==> src/rtl/addsub_chunked_if.sv <==
// addsub_chunked_if
//   Bundles the request and response signals of the chunked adder/subtractor.
//   Request (master -> slave):  start, A, Bx (B ^ Sub), Sub (carry-in, 1 = subtract)
//   Response (slave -> master): busy, done, Result, Carry, Overflow, Zero, Negative
//   The master modport is the requester (ALU front end or testbench); the slave
//   modport is the adder itself.
interface addsub_chunked_if #(
    parameter int unsigned WIDTH = 32
);
    logic             start;
    logic [WIDTH-1:0] A;
    logic [WIDTH-1:0] Bx;
    logic             Sub;
    logic             busy;
    logic             done;
    logic [WIDTH-1:0] Result;
    logic             Carry;
    logic             Overflow;
    logic             Zero;
    logic             Negative;

    modport master (
        output start, A, Bx, Sub,
        input  busy, done, Result, Carry, Overflow, Zero, Negative
    );

    modport slave (
        input  start, A, Bx, Sub,
        output busy, done, Result, Carry, Overflow, Zero, Negative
    );
endinterface

==> src/rtl/addsub_chunked.sv <==
// addsub_chunked
//   Multi-cycle adder/subtractor fed by the B-conditioning XOR stage. Computes
//   A + Bx + Sub, CHUNK bits per clock, carrying between chunks in a register so
//   only a CHUNK-bit adder sits on the critical path. Operands are latched on the
//   accepted start; Result and the N/Z/C/V flags change only at the final chunk.
// Ports
//   clk    in  rising-edge clock
//   rst_n  in  asynchronous active-low reset
//   bus    slave modport of addsub_chunked_if:
//            start/A/Bx/Sub in; busy/done/Result/Carry/Overflow/Zero/Negative out
// Parameters
//   WIDTH  operand width (must match the interface WIDTH)
//   CHUNK  bits added per cycle; WIDTH must be a multiple of CHUNK
module addsub_chunked #(
    parameter int unsigned WIDTH = 32,
    parameter int unsigned CHUNK = 8
) (
    input  logic            clk,
    input  logic            rst_n,
    addsub_chunked_if.slave bus
);

    localparam int unsigned NCHUNK = WIDTH / CHUNK;
    localparam int unsigned IW     = (NCHUNK > 1) ? $clog2(NCHUNK) : 1;

    typedef enum logic [1:0] {
        IDLE,
        ADD,
        DONE
    } state_t;

    state_t           state;
    logic [IW-1:0]    idx;
    logic [WIDTH-1:0] a_reg;
    logic [WIDTH-1:0] b_reg;
    logic             carry;
    logic [WIDTH-1:0] acc;

    logic             busy_r;
    logic             done_r;
    logic [WIDTH-1:0] result_r;
    logic             carry_r;
    logic             overflow_r;
    logic             zero_r;
    logic             negative_r;

    int unsigned      lsb;
    logic [CHUNK:0]   chunk_sum;
    logic [WIDTH-1:0] acc_next;
    logic             last_chunk;

    assign lsb        = 32'(idx) * CHUNK;
    assign last_chunk = (idx == IW'(NCHUNK - 1));

    // One chunk of the sum; acc_next is the accumulator with this chunk merged
    // in, so the final edge can publish the whole word without an extra cycle.
    always_comb begin
        chunk_sum = {1'b0, a_reg[lsb +: CHUNK]}
                  + {1'b0, b_reg[lsb +: CHUNK]}
                  + {{CHUNK{1'b0}}, carry};
        acc_next  = acc;
        acc_next[lsb +: CHUNK] = chunk_sum[CHUNK-1:0];
    end

    always_ff @(posedge clk or negedge rst_n) begin
        if (!rst_n) begin
            state      <= IDLE;
            idx        <= '0;
            a_reg      <= '0;
            b_reg      <= '0;
            carry      <= 1'b0;
            acc        <= '0;
            busy_r     <= 1'b0;
            done_r     <= 1'b0;
            result_r   <= '0;
            carry_r    <= 1'b0;
            overflow_r <= 1'b0;
            zero_r     <= 1'b0;
            negative_r <= 1'b0;
        end else begin
            case (state)
                IDLE: begin
                    done_r <= 1'b0;
                    if (bus.start) begin
                        a_reg  <= bus.A;
                        b_reg  <= bus.Bx;
                        carry  <= bus.Sub;
                        idx    <= '0;
                        busy_r <= 1'b1;
                        state  <= ADD;
                    end
                end
                ADD: begin
                    acc   <= acc_next;
                    carry <= chunk_sum[CHUNK];
                    if (last_chunk) begin
                        result_r   <= acc_next;
                        carry_r    <= chunk_sum[CHUNK];
                        overflow_r <= (a_reg[WIDTH-1] == b_reg[WIDTH-1]) &&
                                      (acc_next[WIDTH-1] != a_reg[WIDTH-1]);
                        zero_r     <= (acc_next == '0);
                        negative_r <= acc_next[WIDTH-1];
                        done_r     <= 1'b1;
                        idx        <= '0;
                        state      <= DONE;
                    end else begin
                        idx <= idx + 1'b1;
                    end
                end
                DONE: begin
                    done_r <= 1'b0;
                    busy_r <= 1'b0;
                    state  <= IDLE;
                end
                default: begin
                    done_r <= 1'b0;
                    busy_r <= 1'b0;
                    state  <= IDLE;
                end
            endcase
        end
    end

    assign bus.busy     = busy_r;
    assign bus.done     = done_r;
    assign bus.Result   = result_r;
    assign bus.Carry    = carry_r;
    assign bus.Overflow = overflow_r;
    assign bus.Zero     = zero_r;
    assign bus.Negative = negative_r;

endmodule

==> src/flat_wrapper.sv <==
// flat-port wrapper written by rule: the top's interface ports become plain ports
module addsub_chunked_flat 
#(
    parameter int unsigned WIDTH = 32,
    parameter int unsigned CHUNK = 8
)
  (clk, rst_n, bus_start, bus_A, bus_Bx, bus_Sub, bus_busy, bus_done, bus_Result, bus_Carry, bus_Overflow, bus_Zero, bus_Negative);
  addsub_chunked_if #(.WIDTH(WIDTH)) bus_i ();
  input  logic clk;
  input  logic rst_n;
  input wire logic [$bits(bus_i.start)-1:0] bus_start;
  input wire logic [$bits(bus_i.A)-1:0] bus_A;
  input wire logic [$bits(bus_i.Bx)-1:0] bus_Bx;
  input wire logic [$bits(bus_i.Sub)-1:0] bus_Sub;
  output wire logic [$bits(bus_i.busy)-1:0] bus_busy;
  output wire logic [$bits(bus_i.done)-1:0] bus_done;
  output wire logic [$bits(bus_i.Result)-1:0] bus_Result;
  output wire logic [$bits(bus_i.Carry)-1:0] bus_Carry;
  output wire logic [$bits(bus_i.Overflow)-1:0] bus_Overflow;
  output wire logic [$bits(bus_i.Zero)-1:0] bus_Zero;
  output wire logic [$bits(bus_i.Negative)-1:0] bus_Negative;
  assign bus_i.start = bus_start;
  assign bus_i.A = bus_A;
  assign bus_i.Bx = bus_Bx;
  assign bus_i.Sub = bus_Sub;
  assign bus_busy = bus_i.busy;
  assign bus_done = bus_i.done;
  assign bus_Result = bus_i.Result;
  assign bus_Carry = bus_i.Carry;
  assign bus_Overflow = bus_i.Overflow;
  assign bus_Zero = bus_i.Zero;
  assign bus_Negative = bus_i.Negative;
  addsub_chunked #(.WIDTH(WIDTH), .CHUNK(CHUNK)) u_core (.clk(clk), .rst_n(rst_n), .bus(bus_i));
endmodule
==> config.mk <==
export PLATFORM = sky130hd
export DESIGN_NAME = addsub_chunked_flat
export DESIGN_NICKNAME = d
export VERILOG_FILES = /design/src/rtl/addsub_chunked_if.sv /design/src/rtl/addsub_chunked.sv /design/src/flat_wrapper.sv
export SDC_FILE = /design/constraint.sdc
export NUM_CORES = 1
export LEC_CHECK = 0
export CAP_MARGIN = 20
export CORE_MARGIN = 3
export CORE_UTILIZATION = 45
export CTS_CLUSTER_DIAMETER = 80
export DETAILED_ROUTE_END_ITERATION = 6
export PLACE_DENSITY = 0.69
export RECOVER_POWER = 50
export SLEW_MARGIN = 25
export SYNTH_ARGS = -nofsm -noshare
export SYNTH_HDL_FRONTEND = slang
export SYNTH_SLANG_ARGS = --single-unit
==> constraint.sdc <==
create_clock -name clk -period 6.7 [get_ports clk]
set_input_delay 1.34 -clock clk [delete_from_list [all_inputs] [get_ports clk]]
set_output_delay 1.34 -clock clk [all_outputs]
set_load 0.05 [all_outputs]
# After elaboration in Yosys (flattened, before gate mapping)
# Index checks and enable logic that the tools add are counted.
# op_classes
n_eq_ne	6
shift	4
reduce_logical	9
addsub	4
bitwise_logic	1
mux	13
# op_table
op	count
indexed part select 32 x 6 -> 8 bit	2
negator 5 -> 34 bit	1
variable shift 8 x 34 -> 32 bit, first input constant	1
indexed part select 8 x 34 -> 32 bit	1
bitwise mux 32 bit	1
zero test 32 bit	1
AND reduction 2 bit	5
adder 8 x 8 -> 9 bit	1
adder 9 x 1 -> 9 bit	1
two-way mux 2 bit	4
case mux 2 bit (2 select lines)	2
two-way mux 1 bit	4
case mux 1 bit (2 select lines)	2
adder 2 x 1 -> 2 bit, second input constant	1
equality test 2 x 1 -> 1 bit, second input constant	1
equality test 2 bit, second input constant	1
zero test 2 bit	1
inequality test 2 x 1 -> 1 bit, second input constant	1
inequality test 2 bit, second input constant	1
nonzero test 2 bit	1
equality test 1 bit	1
logical AND 1 bit	1
inequality test 1 bit	1
NOT 1 bit	1
# totals
out_inout_bits	38
input_bits	68
register_bits	139
wordCells	50

# Longest topological paths before layout
# Gate-level depths: netlist of the first run.
# logic_depth
word_depth	7
ltp_mapped	11
ltp_nobuf	9

# Worst setup path before layout of the first run
# No wires, ideal clock.
# synth_timing
path_kind	flip-flop to flip-flop
startpoint	register u_core.idx[0]
endpoint	register u_core.zero_r (netlist: u_core.bus.Zero)
arrival_ns	3.429
required_ns	6.596
path_slack_ns	3.167
path_buffers	2
setup_ns	0.104
period_less_slack_ns	3.533
stages_incl_launch_ff	12
cell_sequence	dfrtp_1 -> buf_2 -> mux4_2 -> fa_1 -> fa_1 -> a211oi_1 -> nor2_1 -> xor2_1 -> clkbuf_1 -> a22oi_1 -> nand4_1 -> o41ai_2
# synth_between
elab_chain_len	6
word_cells_on_any_way	11
cone_classes	3 x add/sub; 1 x eq/ne; 4 x shift; 1 x mux; 2 x reduce/logical
# synth_lines
element	line_no	text
from (decl)	addsub_chunked.sv:33	logic [IW-1:0] idx;
from (signal assigned)	addsub_chunked.sv:107	idx <= idx + 1'b1;
indexed part select 32 x 6 -> 8 bit, on equally long branches	addsub_chunked.sv:58, addsub_chunked.sv:59	
adder 8 x 8 -> 9 bit	addsub_chunked.sv:59	+ {1'b0, b_reg[lsb +: CHUNK]}
adder 9 x 1 -> 9 bit	addsub_chunked.sv:60	+ {{CHUNK{1'b0}}, carry};
indexed part select 8 x 34 -> 32 bit	addsub_chunked.sv:62	acc_next[lsb +: CHUNK] = chunk_sum[CHUNK-1:0];
bitwise mux 32 bit	addsub_chunked.sv:62	
zero test 32 bit	addsub_chunked.sv:101	zero_r <= (acc_next == '0);
to (signal assigned)	addsub_chunked.sv:101	
to (decl)	addsub_chunked.sv:44	logic zero_r;
# Several ways; a longest one is shown, not always the timed one.
# A chain may end at the register's enable or synchronous reset.

# Worst setup path in the final report of the first run
# layout_timing
startpoint	input port bus_start
endpoint	register u_core.a_reg[9]
# layout_between
elab_chain_len	1
# layout_lines
element	line_no	text
from (decl)	flat_wrapper.sv:11	input wire logic [$bits(bus_i.start)-1:0] bus_start;
AND reduction 2 bit (no source line)	-	
to (signal assigned)	addsub_chunked.sv:85	a_reg <= bus.A;
to (decl)	addsub_chunked.sv:34	logic [WIDTH-1:0] a_reg;
# No other way between the ends.

==> results of run 1 <==
per-layer routing:
| metal | GRT usage (%) | vias up | wire (µm) |
|---|---|---|---|
| met5 | 0 | - | 0 |
| met4 | 7.72 | 0 | 329 |
| met3 | 4.80 | 23 | 809 |
| met2 | 33.1 | 153 | 7540 |
| met1 | 26.8 | 2333 | 6660 |
| li1 | - | 2107 | - |
placed cells by master, fill, tap and decap left out, types with 4 or more instances in the layout:
cell | netlist | layout
a21oi_1 | 16 | 16
clkbuf_1 | 18 | 5
a221oi_1 | 22 | 22
nor2b_1 | 8 | 8
mux2_2 | 65 | 65
nor3_1 | 4 | 4
nand2_1 | 26 | 26
dfrtp_1 | 138 | 138
clkdlybuf4s50_1 | 0 | 102
ha_1 | 13 | 13
a22o_1 | 29 | 29
inv_1 | 8 | 8
o21ai_0 | 15 | 15
nor2_1 | 64 | 63
clkbuf_16 | 0 | 17
mux4_2 | 16 | 16
nand3_1 | 4 | 4
bufinv_16 | 0 | 5
cell families after synthesis:
kind of cell,count (synthesis),synth area share [%]
xor+xnor,3,0.414
buf+inv,37,2.50
simple gates,129,9.42
mux,82,17.4
flops,138,54.4
fa+ha+maj,15,3.19
compound gates,108,12.8
worst max-delay path by stage:
stage / start / endpoint / slack [ns]
after floorplan: u_core.idx[0]$_DFFE_PN0P_ / u_core.bus.Zero$_DFFE_PN0P_ / 3.17
after global placement: u_core.idx[0]$_DFFE_PN0P_ / u_core.bus.Zero$_DFFE_PN0P_ / 2.48
after detailed placement: u_core.idx[0]$_DFFE_PN0P_ / u_core.bus.Zero$_DFFE_PN0P_ / 2.34
after CTS: u_core.idx[0]$_DFFE_PN0P_ / u_core.bus.Zero$_DFFE_PN0P_ / 2.34
after global routing: u_core.idx[0]$_DFFE_PN0P_ / u_core.bus.Zero$_DFFE_PN0P_ / 1.56
final: bus_start / u_core.a_reg[9]$_DFFE_PN0P_ / 1.91
stage by stage:
step | hold slack (ns) | setup slack (ns)
after floorplan | 0.450 | 3.17
after global placement | 0.470 | 2.48
after detailed placement | 0.472 | 2.34
after CTS | 0.487 | 2.34
after global routing | 0.517 | 1.56
final | 0.483 | 1.91
critical path: stages:
cell	delay, ns
dlygate4sd3_1	0.57
nand2_1	0.13
nor2_4	0.09
clkbuf_1	2.39
mux2_2	0.52
area by class of cell:
class | instances | share of cell area, %
Sequential cell | 138 | 42.2
Multi-Input combinational cell | 337 | 33.7
Timing Repair Buffer | 109 | 13.1
Clock buffer | 21 | 5.63
Tap cell | 176 | 2.69
Clock inverter | 11 | 2.34
Inverter | 9 | 0.413
==> impl_results.md, run 1 <==
- Status: finished, violations left
- Violated checks: max-capacitance violations, max-slew violations
- Slew margin rel.: -128%
- Final TNS setup: 0 ns
- Die height: ~120 µm
- Clock Sink Count: between 100 and 150
- Max-Cap Viols: 2
- Die width: around 120 µm
- Post-synth EDFFs: 0
- Final core utilization: approximately 61%
- Area after DPL: about 7500 µm²
- Reg-to-reg endpoint: u_core.bus.Zero$_DFFE_PN0P_
- Final Max Slew Viols: 118
- Placed cells: around 770
- Remaining antenna violation count: 0
- Gpl congestion: 0.881
- CTS tree: done
- Drt drc: 0
- Synth Flop Type: dfrtp_1
- Synth area leader: dfrtp_1
- Synthesized area: 6350 µm²
- Mapped Avg Cell Area: between 10 and 15 µm²
- Crit. End Element: register
- Die ar.: around 16,000 µm²
- Setup slack, reg-to-reg: 1.95 ns
- Most frequent cell after synthesis: dfrtp_1
- Vias: around 4,600
- Router iterations before antenna repair: 5
- Fmax: ~210 MHz
- Iter 0 DRT Violations: ~380
- Cells on Worst Hold Path: 1
- Htree depth: 4
- Port Buffers: 105
- # hold bufs at CTS: 0
- Worst setup SP type: input pin
- First-pass GRT wire length: about 25 mm
- Initial antenna violation count: 0
- Dpl hpwl: between 10 and 15 mm
- Hold EP: u_core.bus.busy$_DFFE_PN0P_
- FF-to-FF path depth: 10
- RSZ-0062 raised after global routing: false
- Multi-input logic area: approximately 2800 µm²
- Deepest clock path buffer count: 2
- R2R Path Start: u_core.idx[0]$_DFFE_PN0P_
- Post-synth top cells: 138 x dfrtp_1, 65 x mux2_2, 64 x nor2_1, 29 x a22o_1, 26 x nand2_1
- WP data arrival: a little over 5 ns
- # setup viols final: 0
- Layout Nets: slightly below 700
- Synth area leaders: dfrtp_1 54%, mux2_2 12%, mux4_2 5.7%
- Root buffer cell: clkbuf_16
- Top Ports: about 110
- Min-delay src: u_core.bus.busy$_DFFE_PN0P_
- N_diodes: 0
- Finished layout cell area: slightly above 8000 µm²
- Pin slew with the least headroom to its limit: 3.42 ns
- Setup bufs post-CTS: 0
- Ys async rst share: 100%
- Clk_lat worst skew: 0.42 ns
- Core area: ~14,000 µm²
- Synth top area share: 54.4%
- Crit Path Class: in -> reg
- GRT overflow: 0
- Minimum clock period: between 4 and 5 ns
- Sequential share of the synthesized area: a little over half
- GRT Overall Usage: between 20% and 30%
- Hold WC Path Type: reg -> reg
- Syn-to-layout area delta: 28.9%
- Starting density of the core: 47.0%
- CP Max Fanout: 65
- Share of layout cells above drive strength 1: a little under a fifth
- Synth Warn #: 0
- WL per Instance: 19.1 µm
- Largest net degree at the start of global routing: 89
- Sequential cell area: 3450 µm²
- Synth unique cells: between 50 and 60
- Num CTS Buffers: 17
- Count of cells resized by post-cts repair: 0
- Post-synthesis net count: between 500 and 600
- Seq cells post-synth: around 140
- Final WL: ~15 mm
- Final Hold Violating Endpoints: 0
- Final worst path period share: slightly above 70%
- Via count of the first global-routing pass: roughly 4,800
- # rows: 42
- Via density: 5.76
- CTS clk-pin slew, worst paths: 0.06 ns
- Fillcell total: between 1,000 and 1,500
- CP required: 6.99 ns
- Final setup skew: 0.0107 ns
- Syn Inst Count: between 500 and 600
- Non-filler instance count after layout: around 800
Power of run 1 is left out: the tool's default activity adds up to more than one toggle a clock period on the data nets, which glitch-free logic cannot reach.
==> inputs of run 2 (changes only) <==
PLACE_DENSITY = 0.72   (was 0.69)
clock period = 3.85 ns   (was 6.7 ns; I/O delays follow)
==> impl_results.md, run 2 (synthesized netlist as in run 1, its figures left out) <==
- Iter 0 DRT Violations: 440 (+16%)
- Dpl hpwl: 11.0 mm (+3.5%)
- Final worst path period share: 93.4%
- Clk_lat worst skew: 0.42 ns (about the same)
- Worst setup SP type: register
- Crit Path Class: reg -> reg
- # setup viols final: 0 (unchanged)
- Htree depth: 4 (unchanged)
- WP data arrival: 3.90 ns (-1.19 ns)
- Drt drc: 0 (unchanged)
- CTS clk-pin slew, worst paths: 0.06 ns (about the same)
- CP required: 4.16 ns (-2.83 ns)
- Die ar.: 15,600 µm² (unchanged)
- Router iterations before antenna repair: 7 (+2)
- Final core utilization: 60.6% (about the same)
- CTS tree: done
- Deepest clock path buffer count: 2 (unchanged)
- Delay-heaviest family, CP: compound AO/OA/AOI/OAI gates
- Commonest non-fill, non-tap cell in the layout: dfrtp_1
- CP Max Fanout: 9 (-86%)
- Via density: 5.76 (about the same)
- Hold WC Path Type: reg -> reg
- Final TNS setup: 0 ns (unchanged)
- Die width: 125 µm (unchanged)
- Minimum clock period: between 3 and 4 ns
- Gpl congestion: 0.864 (-2.0%)
- # rows: 42 (unchanged)
- Largest net degree at the start of global routing: 76 (-15%)
- Status: finished, violations left
- CP Cell Sequence: mux4_2, fa_1, fa_1, a211oi_1, o21bai_1, a21oi_1, xnor2_1, a2bb2oi_1, o41ai_2
- Port Buffers: 105 (unchanged)
- Crit. End Element: register
- Die height: 125 µm (unchanged)
- Starting density of the core: 47.0% (unchanged)
- Most frequent CP cell: fa_1
- Clock Sink Count: 138 (unchanged)
- Num CTS Buffers: 17 (unchanged)
- Initial antenna violation count: 0 (unchanged)
- GRT Overall Usage: 20.5% (+0.14 points)
- First-pass GRT wire length: 25.3 mm (-0.22%)
- Vias: 4,648 (+0.69%)
- Share of layout cells above drive strength 1: 20.3% (+1.2 points)
- Setup bufs post-CTS: 0 (unchanged)
- Core area: 13,500 µm² (unchanged)
- Final Hold Violating Endpoints: 0 (unchanged)
- Finished layout cell area: 8190 µm² (about the same)
- Pin slew with the least headroom to its limit: 1.85 ns (-1.57 ns)
- WL per Instance: 19.1 µm (-0.26%)
- Commonest cells after routing, fill and taps aside: 138 x dfrtp_1, 103 x clkdlybuf4s50_1, 65 x mux2_2, 64 x nor2_1, 29 x a22o_1
- Final Max Slew Viols: 76 (-36%)
- Via count of the first global-routing pass: 4,823 (+1.1%)
- RSZ-0062 raised after global routing: false
- Remaining antenna violation count: 0 (unchanged)
- Area after DPL: 7600 µm² (+0.81%)
- Layout Nets: 702 (+1.0%)
- Top Ports: 106 (unchanged)
- Slew margin rel.: -23.6% (+100 points)
- Crit path buffers/inverters: 0 (-2)
- GRT overflow: 0 (unchanged)
- Final WL: 15.4 mm (+0.49%)
- Fmax: approximately 280 MHz
- Root buffer cell: clkbuf_16
- # hold bufs at CTS: 0 (unchanged)
- Syn-to-layout area delta: 28.9% (about the same)
- Violated checks: max-capacitance violations, max-slew violations
- Slowest CP cell: mux4_2
- Worst path max stage delay: 0.54 ns (-1.85 ns)
- N_diodes: 0 (unchanged)
- Max-Cap Viols: 1 (-1)
- Final setup skew: 0.00889 ns (-0.00179 ns)
[run 2: layer usage]
metal	track usage (%)	wire [µm]
met4	7.08	282
met3	5.79	786
met5	0	0
met1	26.3	6510
met2	33.7	7830
[run 2: per-stage QoR]
| stage | setup slack (ns) | instances | hold slack (ns) |
|---|---|---|---|
| 6_report | 0.255 | 807 | 0.478 |
| 5_1_grt | 0.111 | 807 | 0.509 |
| 4_1_cts | 0.0499 | 807 | 0.399 |
| 3_5_place_dp | 0.0471 | 776 | 0.473 |
| 3_3_place_gp | 0.127 | 776 | 0.468 |
| 2_1_floorplan | 0.317 | 512 | 0.450 |
[run 2: worst paths after layout]
path | startpoint | to | cells after the start | slack [ns]
hold reg to reg | u_core.bus.Result[29]$_DFFE_PN0P_ | u_core.bus.Result[29]$_DFFE_PN0P_ | 2 | 0.48
setup reg to reg | u_core.idx[0]$_DFFE_PN0P_ | u_core.bus.Zero$_DFFE_PN0P_ | 9 | 0.26
setup / recovery | u_core.idx[0]$_DFFE_PN0P_ | u_core.bus.Zero$_DFFE_PN0P_ | 9 | 0.26
hold / removal | u_core.bus.Result[29]$_DFFE_PN0P_ | u_core.bus.Result[29]$_DFFE_PN0P_ | 2 | 0.48
max in group asynchronous | rst_n | u_core.b_reg[12]$_DFFE_PN0P_ | 2 | 1.30
min in group asynchronous | rst_n | u_core.bus.Result[15]$_DFFE_PN0P_ | 1 | 0.86
[run 2: timing repair]
action / in CTS / in global routing
resized for setup: 0 / 1
hold endpoints to repair: 0 / 0
setup endpoints to repair: 0 / 1
[run 2: worst reg2reg max path: stages (launching register included)]
cell and delay [ns]:
dfrtp_1 0.42, mux4_2 0.54, fa_1 0.47, fa_1 0.43
a211oi_1 0.33, o21bai_1 0.12, a21oi_1 0.25, xnor2_1 0.32
a2bb2oi_1 0.24, o41ai_2 0.37
[run 2: area by class of cell]
class / instances / area [µm²]
fill: 1065 / 5320
sequential: 138 / 3450
multi-input combinational: 337 / 2750
timing repair buffer: 116 / 1120
clock buffer: 23 / 498
tap: 176 / 220
clock inverter: 8 / 115
inverter: 9 / 33.8
Power of run 2 is left out for the same reason.
